### src/rtl/prio_encoder_rr_pkg.sv
// Shared definitions for the parametrised priority encoder: mode encodings
// and a ceiling-log2 helper used to size the encoded index.
package prio_pkg;

    localparam logic MODE_FIXED = 1'b0;
    localparam logic MODE_RR    = 1'b1;

    // Never returns less than 1 so an index port always has at least one bit.
    function automatic int clog2(input int value);
        int result;
        int rest;
        result = 0;
        rest   = value - 1;
        while (rest > 0) begin
            result = result + 1;
            rest   = rest >> 1;
        end
        return (result < 1) ? 1 : result;
    endfunction

endpackage

### src/rtl/prio_encoder_rr_core.sv
// Combinational N-input encoder: picks the first set bit searching downward
// from i_start (wrapping N-1 after 0), plus none/multi flags on the raw vector.
module prio_enc_core
    import prio_pkg::*;
#(
    parameter  int N = 8,
    localparam int W = clog2(N)
) (
    input  logic [N-1:0] i_req,
    input  logic [W-1:0] i_start,
    output logic [W-1:0] o_idx,
    output logic         o_none,
    output logic         o_multi
);

    logic [N-1:0] w_rot;
    logic [W-1:0] w_pos;
    logic         w_hit;
    logic [W:0]   w_count;

    // Maps rotated position j back to an original index: (base + 1 + j) mod N.
    // Both operands are below N, so a single conditional subtract is enough.
    function automatic logic [W-1:0] wrap_index(input logic [W-1:0] base, input int off);
        int sum;
        sum = int'(base) + 1 + off;
        if (sum >= N) begin
            sum = sum - N;
        end
        return W'(sum);
    endfunction

    // Rotation puts i_start at the top, so a plain highest-bit search does the job.
    always_comb begin
        w_rot = '0;
        for (int j = 0; j < N; j++) begin
            w_rot[j] = i_req[wrap_index(i_start, j)];
        end
    end

    // NOTE: every variable gets a default before the loop; without it an
    // all-zero vector would leave w_pos unassigned and infer a latch.
    always_comb begin
        w_hit   = 1'b0;
        w_pos   = '0;
        w_count = '0;
        for (int j = 0; j < N; j++) begin
            if (w_rot[j]) begin
                w_hit = 1'b1;
                w_pos = W'(j);
            end
            if (i_req[j]) begin
                w_count = w_count + (W+1)'(1);
            end
        end
    end

    assign o_idx   = w_hit ? wrap_index(i_start, int'(w_pos)) : '0;
    assign o_none  = ~w_hit;
    assign o_multi = (w_count >= (W+1)'(2));

endmodule

### src/rtl/prio_encoder_rr.sv
// Registered N:log2(N) priority encoder with valid/ready handshake and
// run-time selectable fixed (highest index wins) or round-robin priority.
module prio_encoder_rr
    import prio_pkg::*;
#(
    parameter  int N = 8,
    localparam int W = clog2(N)
) (
    input  logic         clk,
    input  logic         rst_n,
    input  logic         en,
    input  logic         rr_mode,
    input  logic         in_valid,
    output logic         in_ready,
    input  logic [N-1:0] in_req,
    output logic         out_valid,
    input  logic         out_ready,
    output logic [W-1:0] out_idx,
    output logic         out_none,
    output logic         out_multi
);

    localparam logic [W-1:0] LAST_IDX = W'(N - 1);

    logic [W-1:0] r_rr_ptr;
    logic [W-1:0] r_idx;
    logic         r_valid;
    logic         r_none;
    logic         r_multi;

    logic [W-1:0] w_start;
    logic [W-1:0] w_idx;
    logic         w_none;
    logic         w_multi;
    logic         w_in_ready;
    logic         w_in_fire;

    // Round-robin searches from just below the last grant; fixed mode always
    // starts at the top, which reduces to a plain highest-index encoder.
    assign w_start = (rr_mode == MODE_RR)
                   ? ((r_rr_ptr == '0) ? LAST_IDX : (r_rr_ptr - W'(1)))
                   : LAST_IDX;

    assign w_in_ready = en & (~r_valid | out_ready);
    assign w_in_fire  = in_valid & w_in_ready;

    prio_enc_core #(
        .N (N)
    ) u_core (
        .i_req   (in_req),
        .i_start (w_start),
        .o_idx   (w_idx),
        .o_none  (w_none),
        .o_multi (w_multi)
    );

    // NOTE: state registers use non-blocking assignments so every flop samples
    // the pre-edge values, independent of statement order in this block.
    always_ff @(posedge clk or negedge rst_n) begin
        if (!rst_n) begin
            r_valid  <= 1'b0;
            r_idx    <= '0;
            r_none   <= 1'b0;
            r_multi  <= 1'b0;
            r_rr_ptr <= LAST_IDX;
        end else begin
            if (w_in_fire) begin
                r_valid <= 1'b1;
                r_idx   <= w_idx;
                r_none  <= w_none;
                r_multi <= w_multi;
            end else if (out_ready) begin
                r_valid <= 1'b0;
            end
            // An empty vector grants nothing, so the rotation must not move.
            if (w_in_fire && (rr_mode == MODE_RR) && !w_none) begin
                r_rr_ptr <= w_idx;
            end
        end
    end

    assign in_ready  = w_in_ready;
    assign out_valid = r_valid;
    assign out_idx   = r_idx;
    assign out_none  = r_none;
    assign out_multi = r_multi;

endmodule

### config.mk
export PLATFORM = sky130hd
export DESIGN_NAME = prio_encoder_rr
export DESIGN_NICKNAME = d
export VERILOG_FILES = /design/src/rtl/prio_encoder_rr_pkg.sv /design/src/rtl/prio_encoder_rr_core.sv /design/src/rtl/prio_encoder_rr.sv
export SDC_FILE = /design/constraint.sdc
export NUM_CORES = 1
export LEC_CHECK = 0
export CAP_MARGIN = 20
export CORE_ASPECT_RATIO = 0.8
export CORE_MARGIN = 5
export CORE_UTILIZATION = 43
export CTS_BUF_LIST = sky130_fd_sc_hd__clkbuf_2 sky130_fd_sc_hd__clkbuf_4 sky130_fd_sc_hd__clkbuf_8
export DETAILED_ROUTE_END_ITERATION = 12
export GPL_TIMING_DRIVEN = 0
export SYNTH_ARGS = -nofsm -noshare
export SYNTH_HDL_FRONTEND = slang
export SYNTH_SLANG_ARGS = --single-unit
### constraint.sdc
create_clock -name clk -period 4.55 [get_ports clk]
set_clock_uncertainty 0.2 [all_clocks]
set_input_delay 0.91 -clock clk [delete_from_list [all_inputs] [get_ports clk]]
set_output_delay 0.91 -clock clk [all_outputs]
set_load 0.05 [all_outputs]
# Word level (Yosys, flattened, before mapping)
# Cells that the tools add are included.
# op_classes
addsub	26
magnitude_cmp	18
muxes	53
n_bitwise	5
reduce_logical	4
# op_table
operator	n
greater-or-equal comparator 32 x 5 -> 1 bit, second input constant	8
2-to-1 mux 3 bit	16
less-than comparator 3 x 4 -> 1 bit, second input constant	8
subtractor 3 x 1 -> 3 bit, second input constant	10
2-to-1 mux 4 bit	7
adder 4 x 1 -> 4 bit, second input constant	6
binary-select mux 1 bit (select 3 bit)	8
adder 4 x 3 -> 5 bit, second input constant	4
2-to-1 mux 1 bit	20
adder 4 x 2 -> 5 bit, second input constant	2
adder 4 x 1 -> 5 bit, second input constant	1
adder 4 x 3 -> 5 bit	1
adder 3 x 1 -> 4 bit, second input constant	1
greater-or-equal comparator 4 x 2 -> 1 bit, second input constant	1
greater-or-equal comparator 4 bit, second input constant	1
2-to-1 mux 2 bit	2
logical NOT 3 bit	1
adder 1 x 1 -> 2 bit, second input constant	1
bitwise AND 1 bit	2
logical AND 1 bit	2
NOT 1 bit	2
nonzero test 2 bit	1
bitwise OR 1 bit	1
# word_totals
regBits	9
inputBits	14
output_inout_bits	7
elab_cells	111

# Logic depth before layout (Yosys ltp)
# Gate-level depths: netlist of the first run.
# depth
word_depth	20
ltp_mapped	19
mapped_depth_nobuf	18

# Modules after synthesis
# From an unflattened synthesis of the first run, not the netlist that was laid out.
# unflattened
hier_cells	192
hier_area_um2	1848.0
# by_module_without_submodules
mod	instances	cells_per_inst	area_per_inst_um2	seq_area_each_um2
prio_enc_core	1	159	1420.1	0.0
prio_encoder_rr	1	33	427.9	229.0

# Least setup slack after synthesis of the first run
# OpenSTA, ideal clock, no wires.
# synth_path
kind	input to register
from	input port in_req[1]
to	register r_multi (netlist: out_multi)
setup_ns	0.141
arrival_time_ns	3.621
t_required_ns	4.209
setup_slack_ns	0.588
stages	16
n_path_buf	0
cell_sequence	inv_1 ha_1 xor2_1 xnor2_1 a21oi_1 ha_1 xor2_1 nand3_1 o31ai_1 a21oi_1 ha_1 mux2_2 ha_1 o21a_1 o22ai_1 a41oi_1
# synth_between
elab_chain_cells	14
# synth_lines
element	line	rtl
start: declaration	prio_encoder_rr.sv:15	input logic [N-1:0] in_req,
2-to-1 mux 4 bit *	prio_encoder_rr_core.sv:51	if (i_req[j]) begin
adder 4 x 1 -> 4 bit	prio_encoder_rr_core.sv:52	w_count = w_count + (W+1)'(1);
2-to-1 mux 4 bit *	prio_encoder_rr_core.sv:51	
adder 4 x 1 -> 4 bit	prio_encoder_rr_core.sv:52	
2-to-1 mux 4 bit *	prio_encoder_rr_core.sv:51	
adder 4 x 1 -> 4 bit	prio_encoder_rr_core.sv:52	
2-to-1 mux 4 bit *	prio_encoder_rr_core.sv:51	
adder 4 x 1 -> 4 bit	prio_encoder_rr_core.sv:52	
2-to-1 mux 4 bit *	prio_encoder_rr_core.sv:51	
adder 4 x 1 -> 4 bit	prio_encoder_rr_core.sv:52	
2-to-1 mux 4 bit *	prio_encoder_rr_core.sv:51	
adder 4 x 1 -> 4 bit	prio_encoder_rr_core.sv:52	
2-to-1 mux 4 bit *	prio_encoder_rr_core.sv:51	
greater-or-equal comparator 4 x 2 -> 1 bit *	prio_encoder_rr_core.sv:59	assign o_multi = (w_count >= (W+1)'(2));
end signal: assignment	prio_encoder_rr.sv:71	r_multi <= w_multi;
end: declaration	prio_encoder_rr.sv:29	logic r_multi;
# Every way passes the cells marked *; elsewhere a longest branch is shown, timed or not.
# A chain may end at the register's enable or synchronous reset.

# Worst setup path in the final report of the first run
# layout_path
from	register r_rr_ptr[0]
to	register r_idx[2] (netlist: out_idx[2])
# layout_between
elab_chain_cells	20
elab_cells_between_ends	72
classes_between	19 x add/sub; 9 x order compare; 43 x mux; 1 x reduce/logical
# layout_lines
element	line	rtl
start: declaration	prio_encoder_rr.sv:25	logic [W-1:0] r_rr_ptr;
start signal: assignment	prio_encoder_rr.sv:77	r_rr_ptr <= w_idx;
subtractor 3 x 1 -> 3 bit / logical NOT 3 bit (equally long branches)	prio_encoder_rr.sv:41	? ((r_rr_ptr == '0) ? LAST_IDX : (r_rr_ptr - W'(1)))
2-to-1 mux 3 bit * (2 in series)	prio_encoder_rr.sv:41	
adder 3 x 1 -> 4 bit *	prio_encoder_rr_core.sv:25	sum = int'(base) + 1 + off;
adder 4 x 1 -> 5 bit	prio_encoder_rr_core.sv:25	
greater-or-equal comparator 32 x 5 -> 1 bit / subtractor 3 x 1 -> 3 bit (equally long branches)	prio_encoder_rr_core.sv:26, prio_encoder_rr_core.sv:27	
2-to-1 mux 3 bit	prio_encoder_rr_core.sv:26	if (sum >= N) begin
binary-select mux 1 bit (select 3 bit)	prio_encoder_rr_core.sv:36	w_rot[j] = i_req[wrap_index(i_start, j)];
2-to-1 mux 1 bit (implied by the code)	prio_encoder_rr_core.sv:36	
2-to-1 mux 1 bit	prio_encoder_rr_core.sv:47	if (w_rot[j]) begin
2-to-1 mux 2 bit (2 in series)	prio_encoder_rr_core.sv:47	
2-to-1 mux 3 bit (4 in series)	prio_encoder_rr_core.sv:47	
adder 4 x 3 -> 5 bit	prio_encoder_rr_core.sv:25	
greater-or-equal comparator 32 x 5 -> 1 bit / subtractor 3 x 1 -> 3 bit (equally long branches)	prio_encoder_rr_core.sv:26, prio_encoder_rr_core.sv:27	
2-to-1 mux 3 bit	prio_encoder_rr_core.sv:26	
2-to-1 mux 3 bit *	prio_encoder_rr_core.sv:57	assign o_idx = w_hit ? wrap_index(i_start, int'(w_pos)) : '0;
end signal: assignment	prio_encoder_rr.sv:69	r_idx <= w_idx;
end: declaration	prio_encoder_rr.sv:26	logic [W-1:0] r_idx;
# Every way passes the cells marked *; elsewhere a longest branch is shown, timed or not. The select of a mux whose other input is x is not followed.

==> impl_metrics.csv, run 1 <==
group,metric,value,unit
outcome,outcome,"finished clean",
synth,synthArstFlopShare,1.00,
synth,synthCells,188,
synth,synth_area_per_cell,8.82,um2
synth,netlist_top_cells_count,"sky130_fd_sc_hd__nand2_1 (18), sky130_fd_sc_hd__ha_1 (14), sky130_fd_sc_hd__nand3_1 (14), sky130_fd_sc_hd__inv_1 (13), sky130_fd_sc_hd__mux2i_1 (13)",
clocking,tritoncts,"built",
floorplan,io_pins,21,
clocking,clk_root_buffer_cell,"sky130_fd_sc_hd__clkbuf_8",
cells_and_area,drive_gt1_frac,0.190,
clocking,clkLatencyLatePin,240,ps
floorplan,start_util,0.442,
clocking,tritoncts_sink_count,9,
synth,synth.most_common_cell,"sky130_fd_sc_hd__nand2_1",
clocking,clk_pin_slew,40,ps
cells_and_area,area.growth.synth_to_final,20.9,%
synth,synth_compound_area_frac,0.149,
synth,yosys.area_share.xor_xnor,0.0890,
route,sum_of_routed_wire_length_over_all_layers,3560,um
synth,synth.ff_latch_count,9,
worst_setup_path,required_arrival_time_at_the_worst_endpoint,4470,ps
grt,remaining_global_route_overflow,0,
route,route.detailed.wl_per_inst,14.0,um
sta,max_slew.worst_pin.slew,686,ps
synth,netlist.area_leader.share,0.106,
worst_setup_path,timing.critical_path.slowest_stage_cell,"sky130_fd_sc_hd__dfstp_2",
floorplan,die-area,5210,um2
sta,post-route-min-period,4160,ps
placed_design,routabilityCongestion,0.818,
clocking,cts.hold.buffers_added,0,
sta,finalHoldWorstSlack,285,ps
synth,synth_fp_nets,217,
route,drt_drc,0,
sta,clock.fmax,240,MHz
worst_setup_path,crit_path_max_fanout,5,
grt,grt.total_usage,0.149,
synth,synth_area_leaders,"sky130_fd_sc_hd__ha_1 (11%), sky130_fd_sc_hd__dfrtp_1 (9.0%), sky130_fd_sc_hd__mux2i_1 (7.8%), sky130_fd_sc_hd__dfstp_2 (4.8%), sky130_fd_sc_hd__nand3_1 (4.2%)",
synth,synth-adder-area-share,0.118,
grt,grt_pass1_wl,6190,um
route,route.detailed.vias_per_inst,5.57,
worst_setup_path,timing.critical_path.to_type,"flip-flop",
pwr,vdd.ir_drop.worst,0.240,mV
sta,final_min_period_over_clock_period,0.915,
sta,grt_setup_unrepaired,"false",
worst_setup_path,worst_path_cell_chain,"inv_1 > ha_1 > ha_1 > nand2_1 > or3_4 > nand2_8 > mux4_2 > inv_1 > o211ai_1 > a21boi_0 > o211ai_1 > ha_1 > fa_1 > xor2_2 > inv_1 > a21o_1 > o22a_1",
placed_design,port_buffers,17,
grt,initial_antenna_violation_count,0,
cells_and_area,finish.utilization,0.534,
placed_design,detailed_place_hpwl,2940,um
sta,slew_headroom,0.539,
sta,setup_viol_count_final,0,
sta,hold_viol,0,
synth,post-synth-top-area-cell,"sky130_fd_sc_hd__ha_1",
worst_setup_path,crit_family,"adder cells",
route,first_pass_iters,4,
grt,grt_pass1_vias,1361,
worst_setup_path,arrival,4090,ps
cells_and_area,finalNetCount,240,
grt,grt_start_max_net_pins,11,
synth,yosys.cell_types.count,58,
clocking,numCtsBuffers,3,
worst_setup_path,worstPathBufferInverterCount,3,
sta,drv_slew,0,
worst_setup_path,criticalPathCategory,"flip-flop to flip-flop",
synth,synth-edff-count,0,
floorplan,die-width,79.4,um
route,drtAntennaViolNets,0,
synth,synth.mux.area_fraction,0.162,
floorplan,die_h,65.6,um
route,dr_total_vias,1414,
synth,synth_warnings,0,
floorplan,fp-row-count,20,
clocking,max-clock-path-buffers,2,
synth,synth_simple_gate_area_share,0.248,
floorplan,core-area,3750,um2
worst_hold_path,min-delay-path-class,"flip-flop to flip-flop",
synth,synthFlopType,"sky130_fd_sc_hd__dfrtp_1",
synth,yosysSeqAreaShare,0.138,
route,starting_drc_count_in_detailed_routing,41,
synth,synthesis.area,1660,um2
worst_setup_path,critPathMaxStageDelay,550,ps
cells_and_area,antenna_cells_inserted,0,
job,max-cap-violations,0,
worst_setup_path,worstSetupStartpointType,"flip-flop",
pwr,power.leakage,0.000866,uW
synth,synth_top_family_by_area,"simple AND/OR/NAND/NOR gates",
pwr,power.density,635,nW/um2
clocking,cts_max_level,1,
tightest hold or removal path: cells and delay by family (launching register included):
kind / cells / cell delay (ps)
compound gates: 1 / 60
flops: 1 / 340
simple gates: 1 / 50
power breakdown:
part	leakage [uW]	switching (uW)	internal, uW
combinational	0.000737	583	447
sequential	0.000103	20.6	124
clock	0.0000262	33.1	67.1
placed cells by master, fill, tap and decap left out, types with 4 or more instances in the layout:
master and instances:
sky130_fd_sc_hd__clkdlybuf4s50_1 14, sky130_fd_sc_hd__dfrtp_1 6, sky130_fd_sc_hd__ha_1 13, sky130_fd_sc_hd__and2_1 5, sky130_fd_sc_hd__nor2_1 9, sky130_fd_sc_hd__nand2_1 18, sky130_fd_sc_hd__mux2i_1 12, sky130_fd_sc_hd__nand3_1 14
sky130_fd_sc_hd__o21ai_1 6, sky130_fd_sc_hd__clkbuf_8 4, sky130_fd_sc_hd__inv_1 12, sky130_fd_sc_hd__nor3_1 4, sky130_fd_sc_hd__xnor2_1 7, sky130_fd_sc_hd__xor2_1 5, sky130_fd_sc_hd__a21oi_1 6
metrics by stage:
step	TNS (ps)	cells	total power (uW)	instance area, um2	setup slack [ps]
global route	0	254	1390	2010	135
CTS	0	253	1250	1940	26.3
finish	0	254	1270	2010	385
global placement	-249	249	1110	1880	-243
floorplan	0	188	946	1660	588
detailed placement	-415	249	1140	1880	-294
cell families after synthesis:
group	count (synthesis)
AO/OA/AOI/OAI	36
XOR/XNOR	15
adder cells (fa/ha/maj)	15
buffers and inverters	22
flip-flops	9
multiplexers	21
AND/OR/NAND/NOR	70
area by class of cell:
| class | instances | area, um2 |
|---|---|---|
| fill | 343 | 1750 |
| multi-input combinational | 157 | 1330 |
| sequential | 9 | 229 |
| timing repair buffer | 18 | 185 |
| buffer | 8 | 95.1 |
| inverter | 14 | 65.1 |
| tap | 44 | 55.1 |
| clock buffer | 4 | 48.8 |
worst paths after layout:
check | from | endpoint | cells after the start | slack [ps]
setup / recovery | r_rr_ptr[0] | out_idx[2] | 17 | 390
hold / removal | out_idx[0] | out_idx[0] | 2 | 290
setup reg to reg | r_rr_ptr[0] | out_idx[2] | 17 | 390
hold reg to reg | out_idx[0] | out_idx[0] | 2 | 290
max in group asynchronous | rst_n | r_rr_ptr[2] | 1 | 3060
min in group asynchronous | rst_n | out_idx[0] | 1 | 770
what timing repair did:
item                       4_1_cts  5_1_grt
setup buffers                    0        1
resized for setup                1       14
pin swaps                        0        3
setup endpoints to repair        1        4
cloned                           0        0
layer usage:
metal | global-route usage | wire length, um
met1 | 0.200 | 1780
met2 | 0.240 | 1660
met3 | 0.0260 | 62
met4 | 0.0536 | 54
met5 | 0 | 0
registers in the layout (all words and copies together) (netlist names):
name and cells:
out_none 1, out_multi 1, r_rr_ptr 3, out_idx 3
out_valid 1
No activity file was read; power rests on OpenSTA's default activity.
==> run 2: changes to the inputs <==
- PLACE_DENSITY_LB_ADDON: not set -> 0.15
==> run 2 against run 1 <==
Worst setup slack got worse by 19 ps; routed wire length is 0.56% higher; non-clock buffer count stayed put; clock-buffer cell count stayed put; global-route usage down 0.49 points; sequential power hardly changed; core utilization increased by 0.67 points; clock power is essentially flat; hold slack gained 3.2 ps; largest cell class unchanged; largest power group unchanged; highest routed layer is now met3.
==> impl_metrics.csv, run 2 (synthesis gave the netlist of run 1 again) <==
group,metric,value,unit
outcome,outcome,"finished clean",
floorplan,die-area,5210,um2
clocking,clk_pin_slew,40,ps
worst_setup_path,critPathMaxStageDelay,550,ps
cells_and_area,antenna_cells_inserted,0,
cells_and_area,stdcell_area,2030,um2
clocking,cts_max_level,1,
clocking,max-clock-path-buffers,2,
worst_setup_path,arrival,4100,ps
route,dr_total_vias,1411,
clocking,tritoncts_sink_count,9,
worst_setup_path,worstSetupStartpointType,"flip-flop",
route,route.detailed.wl_per_inst,14.1,um
placed_design,routabilityCongestion,0.820,
sta,slew_headroom,0.617,
sta,max_slew.worst_pin.slew,571,ps
sta,clock.fmax,239,MHz
pwr,power.leakage,0.000882,uW
route,route.detailed.vias_per_inst,5.56,
job,max-cap-violations,0,
cells_and_area,drive_gt1_frac,0.210,
clocking,clk_root_buffer_cell,"sky130_fd_sc_hd__clkbuf_8",
grt,grt.total_usage,0.144,
sta,post-route-min-period,4180,ps
cells_and_area,finalNetCount,240,
cells_and_area,final_common_cell,"sky130_fd_sc_hd__nand2_1",
worst_setup_path,worstPathBufferInverterCount,3,
floorplan,die-width,79.4,um
placed_design,detailed_place_hpwl,3010,um
sta,hold_viol,0,
floorplan,io_pins,21,
clocking,tritoncts,"built",
grt,initial_antenna_violation_count,0,
placed_design,port_buffers,17,
route,starting_drc_count_in_detailed_routing,39,
worst_setup_path,crit_path_max_fanout,5,
pwr,power.density,625,nW/um2
route,first_pass_iters,4,
grt,remaining_global_route_overflow,0,
floorplan,core-area,3750,um2
worst_setup_path,criticalPathCategory,"flip-flop to flip-flop",
grt,grt_start_max_net_pins,11,
floorplan,start_util,0.442,
floorplan,die_h,65.6,um
route,drt_drc,0,
cells_and_area,area.growth.synth_to_final,22.4,%
floorplan,fp-row-count,20,
sta,drv_slew,0,
clocking,clkLatencyLatePin,230,ps
worst_setup_path,timing.critical_path.to_type,"flip-flop",
sta,final_min_period_over_clock_period,0.919,
cells_and_area,mostFrequentLayoutCells,"sky130_fd_sc_hd__nand2_1 (18), sky130_fd_sc_hd__nand3_1 (14), sky130_fd_sc_hd__clkdlybuf4s50_1 (14)",
placed_design,placed_cell_area,1880,um2
worst_hold_path,min-delay-path-class,"flip-flop to flip-flop",
sta,grt_setup_unrepaired,"false",
sta,setup_viol_count_final,0,
worst_setup_path,timing.critical_path.slowest_stage_cell,"sky130_fd_sc_hd__dfstp_2",
grt,grt_pass1_vias,1343,
pwr,vdd.ir_drop.worst,0.252,mV
clocking,numCtsBuffers,3,
worst_setup_path,worst_path_cell_chain,"inv_1 > ha_1 > ha_1 > nand2_1 > or3_4 > nand2_8 > mux4_2 > inv_1 > o211ai_1 > a21boi_0 > o211ai_1 > ha_1 > fa_1 > xor2_1 > inv_1 > a21o_1 > o22a_1",
route,drtAntennaViolNets,0,
route,sum_of_routed_wire_length_over_all_layers,3580,um
sta,finalHoldWorstSlack,288,ps
grt,grt_pass1_wl,6120,um
worst_setup_path,crit_family,"adder cells",
worst_setup_path,required_arrival_time_at_the_worst_endpoint,4460,ps
run 2: cell counts in the layout (fill, tap and decap cells not counted):
Identical to the previous run, type by type.
run 2: routing by layer:
layer	vias to the layer above	global-route usage	wire length, um
li1	721	-	-
met1	667	0.192	1680
met2	23	0.252	1800
met3	0	0.0247	98
met4	0	0.0129	0
met5	-	0	0
run 2: final cells by class:
class / instances / area, um2
timing repair buffer: 18 / 185
tap: 44 / 55.1
fill: 348 / 1720
buffer: 8 / 95.1
multi-input combinational: 157 / 1350
inverter: 14 / 65.1
sequential: 9 / 229
clock buffer: 4 / 48.8
run 2: metrics by stage:
step,instances,TNS (ps),setup WS [ps],power [uW],util
after floorplan,188,0,588,946,-
after global placement,249,-246,-241,1110,0.502
after detailed placement,249,-406,-333,1140,0.502
after CTS,253,0,11.3,1240,0.518
after global routing,254,0,117,1400,0.541
final,254,0,367,1270,0.541
run 2: worst reg2reg max path, delay by kind of cell (launching register included):
| kind | cells | cell delay [ps] |
|---|---|---|
| AOI/OAI and AO/OA | 5 | 690 |
| xor gates and xnor gates | 1 | 220 |
| adders and majority gates | 4 | 1070 |
| buffers and inverters | 3 | 230 |
| DFF | 1 | 550 |
| muxes | 1 | 520 |
| and+or+nand+nor | 3 | 570 |
run 2: what timing repair did:
action | in CTS | in global routing
endpoints found under the setup margin | 1 | 5
setup buffers | 0 | 1
pin swaps | 0 | 2
gates cloned | 0 | 0
hold buffers | 0 | 0
gates resized for setup | 2 | 15
run 2: final timing paths:
check | startpoint | end | slack, ps | cells past startpoint
max | r_rr_ptr[0] | out_idx[2] | 370 | 17
min in group asynchronous | rst_n | out_idx[2] | 780 | 1
max in group asynchronous | rst_n | r_rr_ptr[0] | 3050 | 1
min reg2reg | out_idx[1] | out_idx[1] | 290 | 2
max reg2reg | r_rr_ptr[0] | out_idx[2] | 370 | 17
min | out_idx[1] | out_idx[1] | 290 | 2
run 2: power breakdown:
group / leakage, uW / switching [uW] / internal, uW / total (uW)
clock network: 0.0000262 / 29.8 / 66.8 / 96.6
logic: 0.000753 / 579 / 449 / 1030
registers: 0.000103 / 21.7 / 124 / 145
total: 0.000882 / 631 / 639 / 1270
